`src/rtl/axis_pingpong_packetizer.sv`:
```
// axis_pingpong_packetizer
// Two-bank AXI4-Stream packetizer. Incoming samples fill one bank while the
// other drains to the master. Each completed bank raises a fixed-length
// interrupt pulse. Samples offered while both banks are full are dropped and
// flagged on a sticky overflow bit.
// Optional build macro: AXIS_PKT_HDR_EN prefixes every packet with a
// DATA_WIDTH-bit sequence-number header word.
module axis_pingpong_packetizer #(
  parameter int DATA_WIDTH = 16,
  parameter int SMPLS      = 30,
  parameter int INTR_CLKS  = 32
) (
  input  logic                  aclk,
  input  logic                  aresetn,
  input  logic                  s_axis_tvalid,
  input  logic [DATA_WIDTH-1:0] s_axis_tdata,
  output logic                  s_axis_tready,
  output logic                  m_axis_tvalid,
  output logic [DATA_WIDTH-1:0] m_axis_tdata,
  output logic                  m_axis_tlast,
  input  logic                  m_axis_tready,
  output logic                  m_axis_interrupt,
  output logic                  ovf,
  input  logic                  ovf_clr
);

  localparam int IW = (SMPLS > 1) ? $clog2(SMPLS) : 1;
  localparam int CW = $clog2(INTR_CLKS + 1);
  localparam logic [IW-1:0] LAST_IDX  = IW'(SMPLS - 1);
  localparam logic [CW-1:0] INTR_LOAD = CW'(INTR_CLKS);

`ifdef AXIS_PKT_HDR_EN
  typedef enum logic [1:0] {S_IDLE, S_HDR, S_DATA} rd_state_t;
`else
  typedef enum logic [0:0] {S_IDLE, S_DATA} rd_state_t;
`endif

  logic [DATA_WIDTH-1:0] mem [2][SMPLS];
  logic [1:0]            bank_full;
  logic [1:0]            bank_full_nxt;
  logic                  wr_bank;
  logic                  rd_bank;
  logic [IW-1:0]         wr_idx;
  logic [IW-1:0]         rd_idx;
  logic [IW-1:0]         rd_idx_inc;
  logic [CW-1:0]         intr_cnt;
  rd_state_t             rd_state;
  logic                  accept;
  logic                  wr_done;
  logic                  rd_hs;
  logic                  rd_done;
`ifdef AXIS_PKT_HDR_EN
  logic [DATA_WIDTH-1:0] pkt_seq;
`endif

  assign s_axis_tready = ~bank_full[wr_bank];
  assign accept        = s_axis_tvalid & s_axis_tready;
  assign wr_done       = accept & (wr_idx == LAST_IDX);
  assign rd_hs         = m_axis_tvalid & m_axis_tready;
  assign rd_done       = (rd_state == S_DATA) & rd_hs & m_axis_tlast;
  assign rd_idx_inc    = rd_idx + IW'(1);

  // Sample storage; contents are don't-care after reset, so no reset here.
  always_ff @(posedge aclk) begin
    if (accept) mem[wr_bank][wr_idx] <= s_axis_tdata;
  end

  // Writer sets the bank it just filled, reader clears the bank it drained;
  // they never target the same bank in one cycle.
  always_comb begin
    bank_full_nxt = bank_full;
    if (rd_done) bank_full_nxt[rd_bank] = 1'b0;
    if (wr_done) bank_full_nxt[wr_bank] = 1'b1;
  end

  // Write pointer, bank selection and bank-full flags.
  always_ff @(posedge aclk or negedge aresetn) begin
    if (!aresetn) begin
      bank_full <= 2'b00;
      wr_bank   <= 1'b0;
      wr_idx    <= '0;
    end else begin
      bank_full <= bank_full_nxt;
      if (accept) begin
        if (wr_idx == LAST_IDX) begin
          wr_idx  <= '0;
          wr_bank <= ~wr_bank;
        end else begin
          wr_idx <= wr_idx + IW'(1);
        end
      end
    end
  end

  // Interrupt pulse timer; a new completion reloads it so pulses merge.
  always_ff @(posedge aclk or negedge aresetn) begin
    if (!aresetn) begin
      intr_cnt         <= '0;
      m_axis_interrupt <= 1'b0;
    end else if (wr_done) begin
      intr_cnt         <= INTR_LOAD;
      m_axis_interrupt <= 1'b1;
    end else if (intr_cnt != '0) begin
      intr_cnt         <= intr_cnt - CW'(1);
      m_axis_interrupt <= (intr_cnt != CW'(1));
    end else begin
      m_axis_interrupt <= 1'b0;
    end
  end

  // Sticky overflow; a new overflow wins over a same-cycle clear.
  always_ff @(posedge aclk or negedge aresetn) begin
    if (!aresetn) begin
      ovf <= 1'b0;
    end else if (s_axis_tvalid & ~s_axis_tready) begin
      ovf <= 1'b1;
    end else if (ovf_clr) begin
      ovf <= 1'b0;
    end
  end

  // Read FSM: drains one full bank per packet with registered stream outputs.
  always_ff @(posedge aclk or negedge aresetn) begin
    if (!aresetn) begin
      rd_state      <= S_IDLE;
      rd_bank       <= 1'b0;
      rd_idx        <= '0;
      m_axis_tvalid <= 1'b0;
      m_axis_tdata  <= '0;
      m_axis_tlast  <= 1'b0;
`ifdef AXIS_PKT_HDR_EN
      pkt_seq       <= '0;
`endif
    end else begin
      case (rd_state)
        S_IDLE: begin
          if (bank_full[rd_bank]) begin
            m_axis_tvalid <= 1'b1;
`ifdef AXIS_PKT_HDR_EN
            m_axis_tdata  <= pkt_seq;
            m_axis_tlast  <= 1'b0;
            rd_state      <= S_HDR;
`else
            m_axis_tdata  <= mem[rd_bank][0];
            m_axis_tlast  <= (LAST_IDX == '0);
            rd_state      <= S_DATA;
`endif
          end
        end
`ifdef AXIS_PKT_HDR_EN
        S_HDR: begin
          if (rd_hs) begin
            m_axis_tdata <= mem[rd_bank][0];
            m_axis_tlast <= (LAST_IDX == '0);
            rd_state     <= S_DATA;
          end
        end
`endif
        S_DATA: begin
          if (rd_hs) begin
            if (m_axis_tlast) begin
              m_axis_tvalid <= 1'b0;
              m_axis_tlast  <= 1'b0;
              rd_idx        <= '0;
              rd_bank       <= ~rd_bank;
              rd_state      <= S_IDLE;
`ifdef AXIS_PKT_HDR_EN
              pkt_seq       <= pkt_seq + DATA_WIDTH'(1);
`endif
            end else begin
              rd_idx       <= rd_idx_inc;
              m_axis_tdata <= mem[rd_bank][rd_idx_inc];
              m_axis_tlast <= (rd_idx_inc == LAST_IDX);
            end
          end
        end
        default: rd_state <= S_IDLE;
      endcase
    end
  end

endmodule

```
`config.mk`:
```
export PLATFORM = sky130hd
export DESIGN_NAME = axis_pingpong_packetizer
export DESIGN_NICKNAME = d
export VERILOG_FILES = /design/src/rtl/axis_pingpong_packetizer.sv
export SDC_FILE = /design/constraint.sdc
export NUM_CORES = 1
export LEC_CHECK = 0
export ABC_AREA = 0
export CAP_MARGIN = 20
export CORE_UTILIZATION = 29
export DETAILED_ROUTE_END_ITERATION = 7
export GPL_TIMING_DRIVEN = 1
export PLACE_DENSITY = 0.52
export SYNTH_ARGS = -nofsm -noshare
export SYNTH_HDL_FRONTEND = slang
export SYNTH_SLANG_ARGS = --single-unit
```
`constraint.sdc`:
```
create_clock -name aclk -period 5.1 [get_ports aclk]
set_clock_uncertainty 0.2 [all_clocks]
set_input_delay 0.51 -clock aclk [delete_from_list [all_inputs] [get_ports aclk]]
set_output_delay 0.51 -clock aclk [all_outputs]
set_load 0.02 [all_outputs]
```
# After elaboration in Yosys (flattened, before gate mapping)
# Memories as Yosys holds them, arrays and structs flattened.
# Index checks and enable logic that the tools add are counted.
op_classes:
  add_sub_neg: 3
  n_lt_le_gt_ge: 7
  eq_ne: 7
  muxes: 41
  bitwise_logic: 15
  n_reduce_logical: 12
ops:
  columns: ["op", "count"]
  rows:
  - ["two-way mux 480 bit", 1]
  - ["two-way mux 16 bit", 6]
  - ["binary-select mux 16 bit (select 5 bit)", 1]
  - ["demux 16 bit (select 5 bit)", 1]
  - ["one-hot mux 16 bit (2 select lines)", 1]
  - ["two-way mux 1 bit", 20]
  - ["greater-or-equal comparator 6 bit (second input constant)", 2]
  - ["two-way mux 6 bit", 2]
  - ["NOT 5 -> 6 bit", 2]
  - ["adder 5 x 1 -> 5 bit (second input constant)", 2]
  - ["equality test 5 bit (second input constant)", 2]
  - ["two-way mux 5 bit", 2]
  - ["AND reduction 3 bit", 3]
  - ["bitwise AND 1 bit", 6]
  - ["less-than comparator 6 x 1 -> 1 bit (second input constant)", 1]
  - ["inequality test 2 bit (second input constant)", 3]
  - ["inequality test 6 x 1 -> 1 bit (second input constant)", 1]
  - ["one-hot mux 1 bit (2 select lines)", 3]
  - ["AND reduction 2 bit", 3]
  - ["nonzero test 6 bit", 1]
  - ["subtractor 6 x 1 -> 6 bit (second input constant)", 1]
  - ["less-than comparator 1 x 2 -> 1 bit (second input constant)", 2]
  - ["two-way mux 2 bit", 2]
  - ["NOT 1 bit", 4]
  - ["other kinds (8)", 13]
totals:
  regBits: 41
  ram_bits: 960
  in_bits: 21
  out_inout_bits: 21
  elab_cells: 98
  memories: 1
memory_table:
  columns: ["name", "depth", "word_bits", "rd", "rd_ports_with_merged_regs", "write_ports", "line", "source"]
  rows:
  - ["mem", 2, 480, 1, 0, 1, "38", "logic [DATA_WIDTH-1:0] mem [2][SMPLS];"]

# Depth between registers and ports, before layout
# Gate-level depths: netlist of the first run.
depth:
  depth_word: 9
  ltp_mapped: 14
  mapped_depth_nobuf: 8

# Least setup slack after synthesis of the first run
# No wires, ideal clock.
synth_path:
  path_kind: "register -> register"
  from: "reg wr_bank"
  to: "mem mem[1][240] (netlist name), enable pin"
  setup_ns: 0.389
  t_arrival_ns: 2.625
  required_time_ns: 4.511
  path_slack_ns: 1.886
  stages_incl_launch_ff: 7
  path_buffers: 2
  synth_period_minus_slack_ns: 3.214
  path_cell_list: "dfrtp_1 clkbuf_1 mux2i_1 and2_1 clkbuf_1 nand3_1 nor2_1"
synth_between:
  elab_chain_len: 6
synth_lines:
  columns: ["element", "line", "source"]
  rows:
  - ["from (decl)", "41", "logic wr_bank;"]
  - ["from (signal assigned)", "87", "wr_bank <= ~wr_bank;"]
  - ["two-way mux 1 bit (not written as such) (2 in a row)", "56", "assign s_axis_tready = ~bank_full[wr_bank];"]
  - ["NOT 1 bit", "56", null]
  - ["via s_axis_tready", "17", "output logic s_axis_tready,"]
  - ["bitwise AND 1 bit", "57", "assign accept = s_axis_tvalid & s_axis_tready;"]
  - ["two-way mux 1 bit", "65", "if (accept) mem[wr_bank][wr_idx] <= s_axis_tdata;"]
  - ["two-way mux 480 bit (not written as such)", "65", null]
  - ["to (decl)", "38", null]
# The timed path passes the listed nets, and every way through them passes these cells. The select of a mux whose other input is x is not followed.

# Final worst setup path of the first run
layout_path:
  from: "reg rd_idx[0]"
  to: "reg m_axis_tdata[5]"
layout_between:
  elab_chain_len: 8
layout_lines:
  columns: ["element", "line", "source"]
  rows:
  - ["from (decl)", "44", "logic [IW-1:0] rd_idx;"]
  - ["from (signal assigned)", "171", "rd_idx <= rd_idx_inc;"]
  - ["adder 5 x 1 -> 5 bit", "61", "assign rd_idx_inc = rd_idx + IW'(1);"]
  - ["NOT 5 -> 6 bit (not written as such)", "172", "m_axis_tdata <= mem[rd_bank][rd_idx_inc];"]
  - ["binary-select mux 16 bit (select 5 bit)", "172", null]
  - ["two-way mux 16 bit (not written as such) (2 in a row)", "172", null]
  - ["two-way mux 16 bit", "161", "if (m_axis_tlast) begin"]
  - ["two-way mux 16 bit", "160", "if (rd_hs) begin"]
  - ["one-hot mux 16 bit (2 select lines)", "135", "case (rd_state)"]
  - ["to (signal assigned)", "144", "m_axis_tdata <= mem[rd_bank][0];"]
  - ["to (signal assigned)", "172", null]
  - ["to (decl)", "19", "output logic [DATA_WIDTH-1:0] m_axis_tdata,"]
# No other way between the ends. The select of a mux whose other input is x is not followed.
# A chain may end at the register's enable or synchronous reset.

==> impl_metrics.py, run 1 <==
metrics = {
    "clock_tree": {
        "cts_max_level": 3,
        "clk_latency_ns": 0.69,
        "clk_pin_slew_ns": 0.07,
        "cts_buffers": 103,
        "cts-root-buf": "clkbuf_16",
        "cts_tree": "yes",
        "clock-sinks": 1001,
        "cts_resized": 0,
        "postCtsSetupBuffers": 0,
        "clock_path_buffers": 3,
    },
    "setup_path": {
        "crit_slowest_cell": "a221oi_1",
        "reg2reg_depth": 11,
        "ff2ff_setup_slack_ns": 1.04,
        "crit_buf_inv": 4,
        "crit_chain": "inv_1, buf_4, ha_4, buf_12, nor2b_2, buf_4, a22oi_1, o31ai_1, a221oi_1, a21oi_1, a21oi_1",
        "reg2reg_from": "rd_idx[0]",
        "cp-start-kind": "flop",
        "critPathRequiredTime_ns": 5.51,
        "cp_max_fo": 63,
        "cp-end-kind": "flop",
        "cp.arrival_ns": 4.47,
        "reg2reg_to": "m_axis_tdata[5]",
        "cp_top_family": "compound AO/OA/AOI/OAI gates",
        "slowest_delay_ns": 0.77,
        "critPathKind": "reg2reg",
    },
    "global_routing": {
        "antenna_found_initial": 3,
        "grt_pass1_vias": 20625,
        "grt_pass1_wl_um": 151000,
        "grt_max_degree": 64,
        "track_usage": 0.151,
        "overflow": 0,
    },
    "synthesis": {
        "yosys-top-cells-count": "edfxtp_1 (960), mux2i_1 (227), mux4_2 (137), nor2_1 (115), a21oi_1 (90)",
        "yosys-top-cells-area": "edfxtp_1 (73%), mux4_2 (7.8%), mux2i_1 (5.7%)",
        "netlist.area_leader.share": 0.727,
        "synth_cell_types": 51,
        "synth_cells": 2101,
        "synth-async-reset-ratio": 0.0410,
        "netlist_area_sq_mm": 0.0396,
        "synth_ff_type": "edfxtp_1",
        "avgSynthCellArea_sq_um": 18.9,
        "synth_most_common_cell": "edfxtp_1",
        "yosysTopAreaCell": "edfxtp_1",
        "synth_edf_count": 960,
        "seq_area_frac_synth": 0.753,
        "ys_warn_count": 0,
        "syn_nets": 2131,
        "synth_seq_cells": 1001,
    },
    "timing": {
        "setup_violations": 0,
        "worst-slew-pin-transition_ns": 1.10,
        "setup_tns_ns": 0,
        "finalMaxSlewViolations": 0,
        "max-slew-margin-rel": 0.243,
        "fin_ws_ns": 1.04,
        "hold_violations": 0,
        "grt_setup_unrepaired": "false",
        "period_minus_slack_ns": 4.06,
        "fmax_ghz": 0.246,
        "post-route-period-util": 0.797,
    },
    "placement": {
        "hpwl_um": 62300,
        "dp.cells": 3908,
        "place_ws_ns": 1.07,
        "io_buffers": 41,
        "routabilityCongestion": 0.838,
    },
    "drt": {
        "drc_errors": 0,
        "first_iter_violations": 2251,
        "viasPerCell": 5.03,
        "vias": 20632,
        "wl_per_cell_um": 25.5,
        "wirelength_um": 105000,
        "drtPass1Iterations": 6,
        "ant_nets": 0,
    },
    "floorplan": {
        "ios": 42,
        "die_h_um": 372,
        "row_count": 135,
        "coreArea_sq_mm": 0.135,
        "initial_core_util": 0.293,
        "die_w_um": 372,
        "dieArea_sq_mm": 0.138,
    },
    "worst_hold_path": {
        "hold-path-endpoint": "mem[0][192]",
        "hp-start": "s_axis_tdata[0]",
        "whs_path_depth": 1,
        "hold_class": "in2reg",
    },
    "outcome": {
        "status": "completed",
    },
    "flow_run": {
        "drv_cap": 0,
    },
    "final_layout": {
        "area_delta_synth_final_pct": 15.4,
        "fillCellCount": 12774,
        "drive_above_1_share": 0.193,
        "final_nets": 2265,
        "fin_cells": 4101,
    },
    "power_and_ir_drop": {
        "p_leak_uw": 0.0147,
        "p_per_area_mw_per_mm2": 540,
        "peakVddDrop_mv": 0.262,
    },
}
[how the worst max path moves through the flow]
stage	from	end	depth (start not counted)
final	rd_idx[0]	m_axis_tdata[5]	11
after CTS	rd_idx[0]	m_axis_tdata[5]	11
after global routing	rd_idx[0]	m_axis_tdata[5]	11
after detailed placement	rd_idx[0]	m_axis_tdata[5]	11
after global placement	wr_bank	mem[1][153]	4
after floorplan	wr_bank	mem[1][240]	6
[timing repair]
action | in CTS | in global routing
endpoints found under the setup margin | 0 | 0
hold endpoints to repair | 41 | 0
hold buffers | 1 | 0
[placed cells by master (no fill, tap or decap), types with 39 or more instances in the layout]
master / n
edfxtp_1: 960
mux2i_1: 227
mux4_2: 137
nor2_1: 111
clkbuf_16: 103
buf_4: 103
a21oi_1: 90
o21ai_0: 69
a221oi_1: 56
nand3_1: 47
dfrtp_1: 39
[power by group]
| group | internal, uW | switching, uW | total (uW) | leakage, uW |
|---|---|---|---|---|
| Sequential | 9400 | 440 | 9840 | 0.00911 |
| Combinational | 2960 | 4680 | 7640 | 0.00402 |
| Clock | 4060 | 3170 | 7230 | 0.00157 |
| Total | 16400 | 8290 | 24700 | 0.0147 |
[state kept, by name, indices dropped and copies added, names as in the netlist]
signal,cells
mem,960
m_axis_tdata,16
intr_cnt,6
rd_idx,5
wr_idx,5
bank_full,2
m_axis_interrupt,1
m_axis_tlast,1
m_axis_tvalid,1
ovf,1
rd_bank,1
rd_state,1
wr_bank,1
[stage by stage]
stage / util / hold slack [ns] / power (uW) / area (sq um)
after detailed placement: 0.313 / 0.319 / 17800 / 42400
after global placement: 0.313 / 0.289 / 17700 / 42400
after CTS: 0.337 / 0.164 / 25000 / 45700
after global routing: 0.337 / 0.0420 / 25700 / 45700
after floorplan: - / 0.0144 / 15000 / 39600
final: 0.338 / 0.0858 / 24700 / 45700
[metal layers]
layer / wire length (um) / part of all wire / GRT usage
met2: 49300 / 0.47 / 0.242
met1: 44900 / 0.43 / 0.208
met5: 22 / 0.00021 / 0
met4: 3730 / 0.036 / 0.0529
met3: 6740 / 0.064 / 0.0246
[final cells by class]
class                           instances  area, sq um  area share
Sequential cell                      1001        29900       0.653
Multi-Input combinational cell        961         8990       0.197
Clock buffer                          123         2670      0.0585
Tap cell                             1781         2230      0.0487
Timing Repair Buffer                  158         1350      0.0296
Clock inverter                         66          577      0.0126
Inverter                               10         37.5    0.000821
Antenna cell                            1         2.50   0.0000547
[kinds of logic after synthesis]
family / after synthesis / share of synthesized area
AOI/OAI and AO/OA: 335 / 0.0562
xor gates and xnor gates: 12 / 0.00284
adders and majority gates: 9 / 0.00284
buffers and inverters: 139 / 0.0219
DFF: 1001 / 0.753
muxes: 366 / 0.136
and+or+nand+nor: 239 / 0.0273
Note: power is estimated with default switching activity, not from simulation.
==> run 2, diff against run 1 <==
Clock period 5.1 ns to 3.93 ns, I/O delays scaled along.
==> run 2 against run 1 <==
  * Wire length rose by 0.15%
  * Total power rose by 31%
  * Critical path depth fell by 4
  * Fmax rose by 19%
  * Largest power group unchanged
  * Die area did not move
  * Count of clock-buffer cells in the layout rose by 2
  * Cell area rose by 0.70%
==> impl_metrics.py, run 2 (same netlist as run 1, synthesis figures left out) <==
metrics = {
    "setup_path": {
        "worstSetupStartpoint": "rd_idx[0]",
        "cp_max_fo": 16,
        "cp-end-kind": "flop",
        "cp.arrival_ns": 3.81,
        "crit_buf_inv": 1,
        "reg2reg_from": "rd_idx[0]",
        "cp-start-kind": "flop",
        "crit_slowest_cell": "xnor2_2",
        "critPathKind": "reg2reg",
        "cp_top_family": "XOR/XNOR gates",
        "crit_chain": "ha_1, and2_1, nand2_1, xnor2_2, buf_4, nand3_1, a21oi_1",
        "slowest_delay_ns": 0.76,
        "critPathRequiredTime_ns": 4.32,
    },
    "placement": {
        "hpwl_um": 65000,
        "place_area_sq_mm": 0.0425,
        "io_buffers": 41,
        "routabilityCongestion": 0.837,
    },
    "timing": {
        "hold_violations": 0,
        "post-route-period-util": 0.870,
        "worst-slew-pin-transition_ns": 1.11,
        "fmax_ghz": 0.292,
        "max-slew-margin-rel": 0.261,
        "period_minus_slack_ns": 3.42,
        "finalMaxSlewViolations": 0,
        "setup_tns_ns": 0,
        "grt_setup_unrepaired": "false",
        "setup_violations": 0,
    },
    "final_layout": {
        "final_common_cell": "edfxtp_1",
        "reg.largest.list": "mem (960), m_axis_tdata (16), intr_cnt (6)",
        "final_cell_mix": "edfxtp_1 (960), mux2i_1 (227), mux4_2 (137)",
        "finalInstanceArea_sq_mm": 0.0460,
        "regMostFlops": "mem",
        "area_delta_synth_final_pct": 16.2,
        "drive_above_1_share": 0.203,
        "final_nets": 2287,
        "largest_register_ffs": 960,
    },
    "outcome": {
        "status": "completed",
    },
    "clock_tree": {
        "cts-root-buf": "clkbuf_16",
        "clk_pin_slew_ns": 0.06,
        "postCtsSetupBuffers": 0,
        "cts_max_level": 3,
        "cts_tree": "yes",
        "cts_buffers": 103,
        "clock-sinks": 1001,
        "clk_latency_ns": 0.67,
        "clock_path_buffers": 3,
    },
    "drt": {
        "wl_per_cell_um": 25.4,
        "viasPerCell": 4.99,
        "vias": 20598,
        "drtPass1Iterations": 5,
        "drc_errors": 0,
        "first_iter_violations": 1936,
        "wirelength_um": 105000,
        "ant_nets": 0,
    },
    "power_and_ir_drop": {
        "switching_share": 0.323,
        "intPower_uw": 21900,
        "switching_power_uw": 10500,
        "seq_power_share": 0.390,
        "peakVddDrop_mv": 0.659,
        "p_per_area_mw_per_mm2": 704,
        "p_leak_uw": 0.0149,
        "p_comb_frac": 0.306,
        "pwr-share-clk": 0.303,
    },
    "global_routing": {
        "grt_max_degree": 83,
        "grt_pass1_vias": 21046,
        "antenna_found_initial": 5,
        "grt_pass1_wl_um": 153000,
        "track_usage": 0.152,
        "overflow": 0,
    },
    "floorplan": {
        "initial_core_util": 0.293,
        "die_w_um": 372,
        "ios": 42,
        "die_h_um": 372,
        "coreArea_sq_mm": 0.135,
        "dieArea_sq_mm": 0.138,
        "row_count": 135,
    },
    "flow_run": {
        "drv_cap": 0,
    },
    "worst_hold_path": {
        "hp-start": "s_axis_tdata[13]",
        "hold_class": "in2reg",
    },
}
## run 2: power groups by stage
stage	clock [uW]	sequential [uW]	combinational (uW)
3_5_place_dp	0	12900	10000
3_3_place_gp	0	12900	10000
5_1_grt	10500	12700	10600
4_1_cts	10000	12700	10100
6_report	9820	12700	9930
2_1_floorplan	0	12700	6820
## run 2: layout make-up
class | count | area [sq um]
Antenna cell | 1 | 2.50
Sequential cell | 1001 | 29900
Clock buffer | 125 | 2760
Multi-Input combinational cell | 961 | 8980
Inverter | 10 | 37.5
Tap cell | 1781 | 2230
Timing Repair Buffer | 180 | 1510
Fill cell | 12781 | 89400
Clock inverter | 67 | 657
## run 2: per-stage QoR
stage / power (uW) / hold slack, ns / setup WS, ns / utilization / cells
after floorplan: 19500 / -0.103 / 0.716 / - / 2101
after global placement: 22900 / 0.0158 / 0.531 / 0.314 / 3928
after detailed placement: 22900 / 0.0183 / 0.462 / 0.314 / 3928
after CTS: 32800 / 0.0537 / 0.423 / 0.339 / 4122
after global routing: 33700 / 0.0315 / 0.321 / 0.340 / 4125
final: 32400 / 0.0491 / 0.510 / 0.340 / 4126
## run 2: worst register-to-register path, cell delays in order, from the launching register on
cell	delay, ns
dfrtp_4	0.49
ha_1	0.46
and2_1	0.22
nand2_1	0.13
xnor2_2	0.76
buf_4	0.43
nand3_1	0.39
a21oi_1	0.25
## run 2: final timing paths
path | to | depth (start not counted) | slack, ns
max reg2reg | m_axis_tdata[10] | 7 | 0.51
max | m_axis_tdata[10] | 7 | 0.51
min reg2reg | bank_full[1] | 1 | 0.32
min | mem[0][45] | 2 | 0.05
max in group asynchronous | rd_bank | 3 | 2.86
min in group asynchronous | ovf | 3 | 0.16
## run 2: repair_timing
item | 4_1_cts | 5_1_grt
setup endpoints to repair | 0 | 0
gates resized for setup | 0 | 0
hold endpoints to repair | 41 | 0
hold buffers | 2 | 0
## run 2: routing by layer
| layer | part of all wire | global-route usage | up-vias |
|---|---|---|---|
| li1 | - | - | 8909 |
| met1 | 0.44 | 0.208 | 10903 |
| met2 | 0.48 | 0.250 | 624 |
| met3 | 0.053 | 0.0236 | 156 |
| met4 | 0.026 | 0.0452 | 6 |
| met5 | 0.00032 | 0 | - |
